`src/rtl/pulse_shot_sched.sv`:
```
// Shot scheduler: stages one parameter set, promotes it to the pulse engine on
// period boundaries, and sequences a programmed number of shots.
module pulse_shot_sched #(
    parameter int PER_W = 32,
    parameter int WID_W = 16,
    parameter int CNT_W = 16
) (
    input  logic             clk,
    input  logic             rst_n,
    input  logic             cfg_valid,
    output logic             cfg_ready,
    input  logic [PER_W-1:0] cfg_per,
    input  logic [WID_W-1:0] cfg_p1wid,
    input  logic [WID_W-1:0] cfg_del,
    input  logic [WID_W-1:0] cfg_p2wid,
    input  logic [CNT_W-1:0] cfg_nshots,
    input  logic             start,
    input  logic             abort,
    output logic [PER_W-1:0] per_o,
    output logic [WID_W-1:0] p1wid_o,
    output logic [WID_W-1:0] del_o,
    output logic [WID_W-1:0] p2wid_o,
    output logic             shot_start,
    output logic [CNT_W-1:0] shot_idx,
    output logic             busy,
    output logic             done,
    output logic             err_cfg
);

    localparam logic [1:0] S_IDLE = 2'd0;
    localparam logic [1:0] S_RUN  = 2'd1;
    localparam logic [1:0] S_DONE = 2'd2;

    logic [1:0]       r_state;
    logic [PER_W-1:0] r_pcnt;
    logic [CNT_W-1:0] r_idx;
    logic             r_shot_start;
    logic             r_abort_pend;
    logic             r_err;

    logic             r_stg_full;
    logic [PER_W-1:0] r_stg_per;
    logic [WID_W-1:0] r_stg_p1;
    logic [WID_W-1:0] r_stg_del;
    logic [WID_W-1:0] r_stg_p2;
    logic [CNT_W-1:0] r_stg_n;

    logic [PER_W-1:0] r_per;
    logic [WID_W-1:0] r_p1;
    logic [WID_W-1:0] r_del;
    logic [WID_W-1:0] r_p2;
    logic [CNT_W-1:0] r_n;

    logic [PER_W:0]   w_sum;
    logic             w_legal;
    logic             w_capture;
    logic             w_bnd;
    logic             w_last;
    logic             w_promote;

    // One extra bit on the sum keeps the legality compare overflow-free.
    assign w_sum     = (PER_W+1)'(cfg_p1wid) + (PER_W+1)'(cfg_del) + (PER_W+1)'(cfg_p2wid);
    assign w_legal   = (cfg_per >= PER_W'(2)) && ({1'b0, cfg_per} > w_sum);
    assign w_capture = cfg_valid && !r_stg_full;
    assign w_bnd     = (r_state == S_RUN) && (r_pcnt == r_per - PER_W'(1));
    assign w_last    = ((r_n != '0) && (r_idx == r_n - CNT_W'(1))) || r_abort_pend;
    // A boundary that ends the run leaves staging pending until back in IDLE.
    assign w_promote = r_stg_full && ((r_state == S_IDLE) || (w_bnd && !w_last));

    always_ff @(posedge clk or negedge rst_n) begin
        if (!rst_n) begin
            r_stg_full <= 1'b0;
            r_stg_per  <= '0;
            r_stg_p1   <= '0;
            r_stg_del  <= '0;
            r_stg_p2   <= '0;
            r_stg_n    <= '0;
            r_per      <= '0;
            r_p1       <= '0;
            r_del      <= '0;
            r_p2       <= '0;
            r_n        <= '0;
            r_err      <= 1'b0;
        end else begin
            if (w_promote) begin
                r_per      <= r_stg_per;
                r_p1       <= r_stg_p1;
                r_del      <= r_stg_del;
                r_p2       <= r_stg_p2;
                r_n        <= r_stg_n;
                r_stg_full <= 1'b0;
            end else if (w_capture && w_legal) begin
                r_stg_per  <= cfg_per;
                r_stg_p1   <= cfg_p1wid;
                r_stg_del  <= cfg_del;
                r_stg_p2   <= cfg_p2wid;
                r_stg_n    <= cfg_nshots;
                r_stg_full <= 1'b1;
            end
            if (w_capture) begin
                r_err <= !w_legal;
            end
        end
    end

    always_ff @(posedge clk or negedge rst_n) begin
        if (!rst_n) begin
            r_state      <= S_IDLE;
            r_pcnt       <= '0;
            r_idx        <= '0;
            r_shot_start <= 1'b0;
            r_abort_pend <= 1'b0;
        end else begin
            case (r_state)
                S_IDLE: begin
                    r_shot_start <= 1'b0;
                    if (start && (r_per != '0)) begin
                        r_state      <= S_RUN;
                        r_pcnt       <= '0;
                        r_idx        <= '0;
                        r_shot_start <= 1'b1;
                    end
                end
                S_RUN: begin
                    if (abort) begin
                        r_abort_pend <= 1'b1;
                    end
                    if (w_bnd) begin
                        if (w_last) begin
                            r_state      <= S_DONE;
                            r_abort_pend <= 1'b0;
                            r_shot_start <= 1'b0;
                        end else begin
                            r_pcnt       <= '0;
                            r_idx        <= r_idx + CNT_W'(1);
                            r_shot_start <= 1'b1;
                        end
                    end else begin
                        r_pcnt       <= r_pcnt + PER_W'(1);
                        r_shot_start <= 1'b0;
                    end
                end
                S_DONE: begin
                    r_state      <= S_IDLE;
                    r_shot_start <= 1'b0;
                end
                default: begin
                    r_state      <= S_IDLE;
                    r_shot_start <= 1'b0;
                end
            endcase
        end
    end

    assign cfg_ready  = !r_stg_full;
    assign per_o      = r_per;
    assign p1wid_o    = r_p1;
    assign del_o      = r_del;
    assign p2wid_o    = r_p2;
    assign shot_start = r_shot_start;
    assign shot_idx   = r_idx;
    assign busy       = (r_state == S_RUN);
    assign done       = (r_state == S_DONE);
    assign err_cfg    = r_err;

endmodule

```
`config.mk`:
```
export PLATFORM = sky130hd
export DESIGN_NAME = pulse_shot_sched
export DESIGN_NICKNAME = d
export VERILOG_FILES = /design/src/rtl/pulse_shot_sched.sv
export SDC_FILE = /design/constraint.sdc
export NUM_CORES = 1
export LEC_CHECK = 0
export CORE_AREA = 2 2 161 163
export CTS_CLUSTER_DIAMETER = 40
export CTS_CLUSTER_SIZE = 12
export DETAILED_ROUTE_END_ITERATION = 7
export DIE_AREA = 0 0 163 165
export DONT_BUFFER_PORTS = 1
export PLACE_DENSITY = 0.66
export SYNTH_ARGS = -nofsm -noshare
export SYNTH_HDL_FRONTEND = slang
export SYNTH_SLANG_ARGS = --single-unit
```
`constraint.sdc`:
```
create_clock -name clk -period 4.5 [get_ports clk]
set_input_delay 0.675 -clock clk [delete_from_list [all_inputs] [get_ports clk]]
set_output_delay 0.675 -clock clk [all_outputs]
set_load 0.01 [all_outputs]
```
==> results.yml, run 1 <==
detailed_routing:
  viasPerCell: 6.11
  drcViolationCount: 0
  detail-route-antenna-nets: 0
  drt_first_pass_iters: 6
  wirelength_mm: 33.8
  via_count: 9757
  avg_wl_per_cell_um: 21.2
  first_iter_violations: 663
synth:
  synth.area.top_cells: "sky130_fd_sc_hd__dfrtp_1, sky130_fd_sc_hd__mux2_2, sky130_fd_sc_hd__ha_1"
  netlist.area_leader.share: 0.452
  yosysMostFrequentCell: "sky130_fd_sc_hd__dfrtp_1"
  mappedNetlistNets: 1374
  share_of_flip_flops_with_an_asynchronous_set_or_reset_after_synthesis: 1.00
  synth-edff-count: 0
  ys_warn_count: 0
  synth_top_flop_cell: "sky130_fd_sc_hd__dfrtp_1"
  yosys_register_bits: 246
  seq_area_frac_synth: 0.452
  synthesis.area_mm2: 0.0136
  synthesis.area_per_instance_um2: 11.2
  netlist_instances: 1218
  synth.lib_cells_used.distinct: 70
  synthTopCellsByCount: "sky130_fd_sc_hd__dfrtp_1, sky130_fd_sc_hd__mux2_2, sky130_fd_sc_hd__a21oi_1, sky130_fd_sc_hd__nand3_1, sky130_fd_sc_hd__nand2_1"
  synth_top_area_cell: "sky130_fd_sc_hd__dfrtp_1"
place:
  routabilityCongestion: 0.882
  port_buffers: 0
  dp_slack_ns: -0.677
  detailedPlacementHpwl_mm: 23.7
  dp_cell_count: 1529
floorplan:
  floorplan.die_area_mm2: 0.0269
  floorplan.core_area_mm2: 0.0250
  floorplan.die.width_um: 163
  ios: 202
  dieHeight_um: 165
  core.rowCount: 58
  floorplan.initialDensity: 0.544
clock_tree:
  cts_htree_levels: 2
  cts.path.max_buffers: 3
  numCtsBuffers: 37
  clk_root_buffer_cell: "sky130_fd_sc_hd__clkbuf_16"
  clkSlewWorstSetupHoldPaths_ns: 0.05
  cts_tree: "done"
  worstSkewPairLatency_ns: 0.52
  clock_sink_count: 246
cells_and_area:
  fin_cells: 1597
  nets: 1396
  flow.area_growth_from_synthesis_pct: 14.1
  n_antenna_cell: 0
  drive_above_1_share: 0.234
status:
  run_status: "finished with violations"
  failing_checks: "hold timing, setup timing"
grt:
  grt_pass1_vias: 9787
  grt_usage: 0.252
  grt_start_max_net_pins: 247
  gr-total-overflow: 0
  grt_antenna_before_repair: 1
  grt_pass1_wl_mm: 53.2
sta:
  final_min_period_over_clock_period: 1.02
  max_freq_ghz: 0.218
  crit_path_time_final_ns: 4.59
  skew_ns: 0.0277
  setup_slack_ns: -0.0923
  hold_violations: 246
  finalSetupViolCount: 96
  rsz0062_at_grt: "yes"
  worstMarginPinSlew_ns: 0.999
  maxSlewHeadroom: 0.331
  totalNegativeSetupSlack_ns: -5.42
  timing_max_transition_violations_final: 0
  worst_hold_slack_ns: -0.134
hold_path:
  hold_path_class: "in -> async"
worst_setup_path:
  worst_r2r_endpoint: "per_o[23]"
  r2r_slack_ns: 0.45
  critical_path_arrival_ns: 4.99
  critPathRequiredTime_ns: 4.90
  setup.worst_path.start_class: "input pin"
  worst-path-max-fanout: 25
  path_class: "in -> reg"
  crit_path_end_kind: "flop"
  timing.reg2reg.worst_path_depth: 10
  worst_r2r_startpoint: "per_o[6]"
power_and_ir_drop:
  power.sequential.fraction: 0.412
  total_leakage_power_nw: 7.07
  p_switching_mw: 1.53
  clkPwrFrac: 0.468
  ir_worst_vdd_uv: 305
  power_density_of_the_placed_cells_mw_per_mm2: 423
  power.share.switching: 0.233
  power_report.internal_total_mw: 5.04
  power.share.combinational: 0.120
run:
  max-cap-violations: 0
critical path: stages:
cell	delay (ns)
sky130_fd_sc_hd__inv_8	0.01
sky130_fd_sc_hd__fa_1	0.56
sky130_fd_sc_hd__inv_2	0.05
sky130_fd_sc_hd__ha_4	0.16
sky130_fd_sc_hd__fa_2	0.36
sky130_fd_sc_hd__a21o_1	0.17
sky130_fd_sc_hd__a21oi_2	0.13
sky130_fd_sc_hd__o21bai_1	0.11
sky130_fd_sc_hd__a21oi_2	0.15
sky130_fd_sc_hd__o21bai_1	0.10
sky130_fd_sc_hd__a21oi_2	0.18
sky130_fd_sc_hd__buf_4	0.14
sky130_fd_sc_hd__o21bai_1	0.05
sky130_fd_sc_hd__a21oi_1	0.18
sky130_fd_sc_hd__xor2_1	0.18
sky130_fd_sc_hd__ha_1	0.27
sky130_fd_sc_hd__nand4_1	0.10
sky130_fd_sc_hd__nor2_1	0.06
sky130_fd_sc_hd__and3_1	0.15
sky130_fd_sc_hd__nand2_1	0.07
sky130_fd_sc_hd__a21oi_2	0.05
sky130_fd_sc_hd__a2111o_2	0.53
sky130_fd_sc_hd__clkbuf_16	0.25
sky130_fd_sc_hd__mux2_2	0.28
cell type report:
cell class	count	area, um^2
flip-flops and latches	246	6160
well taps	330	413
clock buffers	47	1030
inverters	33	131
fillers	2030	9480
multi-input cells	879	7130
clock inverters	19	299
repair buffers	43	394
power by group through the flow:
stage,clock network (mW),registers (mW),logic (mW)
after detailed placement,0,2.74,0.783
after floorplan,0,2.67,0.624
after global placement,0,2.73,0.751
after global routing,3.21,2.75,0.888
final,3.08,2.71,0.790
after CTS,3.12,2.71,0.796
through the flow:
step / power, mW / utilization / instance area [um^2]
6_report: 6.58 / 0.621 / 15600
5_1_grt: 6.85 / 0.621 / 15600
4_1_cts: 6.63 / 0.620 / 15500
3_5_place_dp: 3.52 / 0.566 / 14200
3_3_place_gp: 3.48 / 0.566 / 14200
2_1_floorplan: 3.29 / - / 13700
cell usage in the layout (no fill, tap or decap), types with 6 or more instances in the layout:
cell,netlist,layout
sky130_fd_sc_hd__a211oi_1,7,7
sky130_fd_sc_hd__a21o_1,6,6
sky130_fd_sc_hd__a21oi_1,59,55
sky130_fd_sc_hd__a31oi_1,6,6
sky130_fd_sc_hd__and2_1,7,7
sky130_fd_sc_hd__and3_1,21,21
sky130_fd_sc_hd__buf_4,6,37
sky130_fd_sc_hd__bufinv_16,0,7
sky130_fd_sc_hd__clkbuf_16,0,38
sky130_fd_sc_hd__clkbuf_8,0,7
sky130_fd_sc_hd__dfrtp_1,246,246
sky130_fd_sc_hd__fa_1,17,16
sky130_fd_sc_hd__ha_1,38,37
sky130_fd_sc_hd__inv_1,33,31
sky130_fd_sc_hd__inv_6,0,6
sky130_fd_sc_hd__mux2_1,29,29
sky130_fd_sc_hd__mux2_2,164,161
sky130_fd_sc_hd__mux2i_1,31,31
sky130_fd_sc_hd__nand2_1,58,58
sky130_fd_sc_hd__nand3_1,59,59
sky130_fd_sc_hd__nand4_1,25,25
sky130_fd_sc_hd__nor2_1,37,37
sky130_fd_sc_hd__nor2b_1,11,11
sky130_fd_sc_hd__nor3_1,24,24
sky130_fd_sc_hd__nor4_1,28,28
sky130_fd_sc_hd__o211ai_1,15,15
sky130_fd_sc_hd__o21ai_0,16,16
sky130_fd_sc_hd__or3_1,45,45
sky130_fd_sc_hd__or4_1,21,21
sky130_fd_sc_hd__xnor2_1,44,44
sky130_fd_sc_hd__xor2_1,27,27
sequential cells by signal, summed over array words and instances, names as in the netlist, 2 cells and up:
name / flops
shot_idx: 16
r_stg_n: 16
r_stg_p1: 16
r_stg_p2: 16
r_stg_per: 32
p2wid_o: 16
p1wid_o: 16
r_stg_del: 16
r_pcnt: 32
del_o: 16
per_o: 32
r_n: 16
r_state: 2
worst max path at each step:
stage	slack (ns)	from	depth (start not counted)	end
2_1_floorplan	-0.43	cfg_p2wid[1]	25	r_stg_per[23]
3_3_place_gp	-0.57	cfg_p2wid[1]	24	r_stg_p2[1]
3_5_place_dp	-0.68	cfg_p2wid[1]	23	r_stg_n[8]
4_1_cts	-0.09	cfg_p2wid[1]	24	r_stg_p2[0]
5_1_grt	-0.32	cfg_p2wid[1]	23	r_stg_p2[15]
6_report	-0.09	cfg_p2wid[1]	24	r_stg_del[15]
cell families after synthesis:
kind of cell,Yosys count,synth area share
AOI/OAI and AO/OA,158,0.0784
and+or+nand+nor,371,0.152
muxes,224,0.182
adders and majority gates,55,0.0599
xor gates and xnor gates,71,0.0456
buffers and inverters,93,0.0300
DFF,246,0.452
metal layers:
metal | vias to the layer above | GRT usage | part of all wire
met5 | - | 0 | 0.00038
met4 | 2 | 0.0933 | 0.031
met3 | 81 | 0.0804 | 0.083
met2 | 283 | 0.410 | 0.48
met1 | 4830 | 0.318 | 0.41
li1 | 4561 | - | -
what timing repair did:
| item | 4_1_cts | 5_1_grt |
|---|---|---|
| gates cloned | 0 | 1 |
| endpoints found under the hold margin | 246 | 246 |
| gates resized for setup | 4 | 2 |
| endpoints found under the setup margin | 96 | 98 |
| setup buffers | 1 | 0 |
No activity file was read; power rests on OpenSTA's default activity.
==> run 2: changes to the inputs <==
--- a/config.mk
+++ b/config.mk
@@ -11,7 +11,8 @@
 export DETAILED_ROUTE_END_ITERATION = 7
 export DIE_AREA = 0 0 163 165
 export DONT_BUFFER_PORTS = 1
-export PLACE_DENSITY = 0.66
+export PLACE_DENSITY = 0.68
+export RECOVER_POWER = 50
 export SYNTH_ARGS = -nofsm -noshare
 export SYNTH_HDL_FRONTEND = slang
 export SYNTH_SLANG_ARGS = --single-unit
==> constraint.sdc (replaced) <==
create_clock -name clk -period 4 [get_ports clk]
set_input_delay 0.6 -clock clk [delete_from_list [all_inputs] [get_ports clk]]
set_output_delay 0.6 -clock clk [all_outputs]
set_load 0.01 [all_outputs]
==> results.yml, run 2 (same netlist as run 1, synthesis figures left out) <==
sta:
  crit_path_time_final_ns: 4.41
  hold_violations: 246
  worst_hold_slack_ns: -0.229
  rsz0062_at_grt: "yes"
  final_min_period_over_clock_period: 1.10
  timing_max_transition_violations_final: 0
  worstMarginPinSlew_ns: 1.04
  maxSlewHeadroom: 0.306
  setup_slack_ns: -0.407
  max_freq_ghz: 0.227
  skew_ns: 0.0199
  totalNegativeSetupSlack_ns: -36.48
  finalSetupViolCount: 98
worst_setup_path:
  crit_top_cell: "sky130_fd_sc_hd__a21oi_2"
  cp_num_buf_inv: 4
  worstSetupEndpoint: "r_stg_p1[0]"
  setup.worst_path.start_class: "input pin"
  critPathRequiredTime_ns: 4.41
  r2r_slack_ns: 0.13
  timing.critical_path.slowest_cell_delay_ns: 0.53
  worst-path-max-fanout: 47
  crit_chain: "inv_8 > fa_1 > inv_1 > ha_4 > fa_2 > a21o_1 > a21oi_2 > o21bai_1 > a21oi_2 > o21bai_1 > a21oi_2 > buf_4 > o21bai_1 > a21oi_1 > xor2_1 > ha_1 > nand4_1 > nor2_1 > and3_1 > nand2_1 > a21oi_2 > a2111o_2 > buf_12 > mux2_4"
  worst_setup_path_startpoint: "cfg_p2wid[1]"
  critical_path.top_delay_family: "compound AO/OA/AOI/OAI gates"
  timing.critical_path.depth: 24
  crit_path_end_kind: "flop"
  timing.reg2reg.worst_path_depth: 12
  path_class: "in -> reg"
  worst_r2r_startpoint: "per_o[0]"
  worst_r2r_endpoint: "r_pcnt[22]"
  critical_path_arrival_ns: 4.82
  crit_slowest_cell: "sky130_fd_sc_hd__fa_1"
grt:
  grt_pass1_wl_mm: 54.1
  grt_antenna_before_repair: 0
  grt_start_max_net_pins: 247
  gr-total-overflow: 0
  grt_pass1_vias: 10000
  grt_usage: 0.256
clock_tree:
  clk_root_buffer_cell: "sky130_fd_sc_hd__clkbuf_16"
  clkSlewWorstSetupHoldPaths_ns: 0.06
  numCtsBuffers: 39
  cts.path.max_buffers: 3
  cts_htree_levels: 2
  worstSkewPairLatency_ns: 0.53
  cts_tree: "done"
  clock_sink_count: 246
cells_and_area:
  layout_commonest_cell: "sky130_fd_sc_hd__dfrtp_1"
  drive_above_1_share: 0.263
  n_antenna_cell: 0
  filler_cell_count: 1973
  fin_cells: 1635
  most-common-layout-cells: "sky130_fd_sc_hd__dfrtp_1, sky130_fd_sc_hd__mux2_2, sky130_fd_sc_hd__buf_4"
  flow.area_growth_from_synthesis_pct: 17.1
  nets: 1434
detailed_routing:
  avg_wl_per_cell_um: 20.9
  detail-route-antenna-nets: 0
  first_iter_violations: 629
  wirelength_mm: 34.2
  viasPerCell: 6.05
  via_count: 9889
  drcViolationCount: 0
  drt_first_pass_iters: 5
power_and_ir_drop:
  power_report.internal_total_mw: 5.78
  clkPwrFrac: 0.478
  power.share.switching: 0.237
  total_leakage_power_nw: 7.28
  power.sequential.fraction: 0.401
  power_density_of_the_placed_cells_mw_per_mm2: 475
  ir_worst_vdd_uv: 371
  fin_total_pwr_mw: 7.58
  power.share.combinational: 0.121
  p_switching_mw: 1.80
floorplan:
  floorplan.die.width_um: 163
  floorplan.initialDensity: 0.544
  dieHeight_um: 165
  floorplan.die_area_mm2: 0.0269
  core.rowCount: 58
  floorplan.core_area_mm2: 0.0250
  ios: 202
hold_path:
  hold_path_class: "in -> async"
place:
  routabilityCongestion: 0.896
  dp_cell_count: 1566
  dp_slack_ns: -1.01
  port_buffers: 0
  detailedPlacementHpwl_mm: 24.6
status:
  failing_checks: "hold timing, setup timing"
  run_status: "finished with violations"
run:
  max-cap-violations: 0
-- run 2: routing by layer --
metal	vias up	wire length, um	GRT usage
li1	4640	-	-
met1	4848	13600	0.314
met2	327	16700	0.425
met3	74	2900	0.0831
met4	0	899	0.0929
met5	-	0	0
-- run 2: cell type report --
cell class                      instances  area (um^2)  share of cell area
Clock buffer                           45         1060              0.0665
Tap cell                              330          413              0.0259
Timing Repair Buffer                   79          681              0.0427
Clock inverter                         23          350              0.0220
Multi-Input combinational cell        879         7160               0.449
Sequential cell                       246         6160               0.386
Inverter                               33          131             0.00823
-- run 2: power groups by stage --
stage	logic (mW)	registers, mW	clock network (mW)
after global placement	0.875	3.06	0
after detailed placement	0.911	3.08	0
after global routing	1.03	3.08	3.79
after CTS	0.927	3.04	3.68
final	0.920	3.04	3.62
after floorplan	0.702	3.00	0
-- run 2: what timing repair did --
action	4_1_cts	5_1_grt
gates resized for setup	3	10
endpoints found under the setup margin	98	226
pin swaps	0	1
hold endpoints to repair	246	246
setup buffers	1	0
-- run 2: per-stage QoR --
step	instance area, um^2	utilization
2_1_floorplan	13700	-
3_3_place_gp	14500	0.578
3_5_place_dp	14500	0.578
4_1_cts	15900	0.635
5_1_grt	16000	0.637
6_report	16000	0.637
-- run 2: how the worst min path moves through the flow --
| stage | to |
|---|---|
| floorplan | del_o[0] |
| global placement | r_pcnt[18] |
| detailed placement | r_pcnt[18] |
| CTS | per_o[11] |
| global route | per_o[23] |
| finish | r_stg_per[16] |
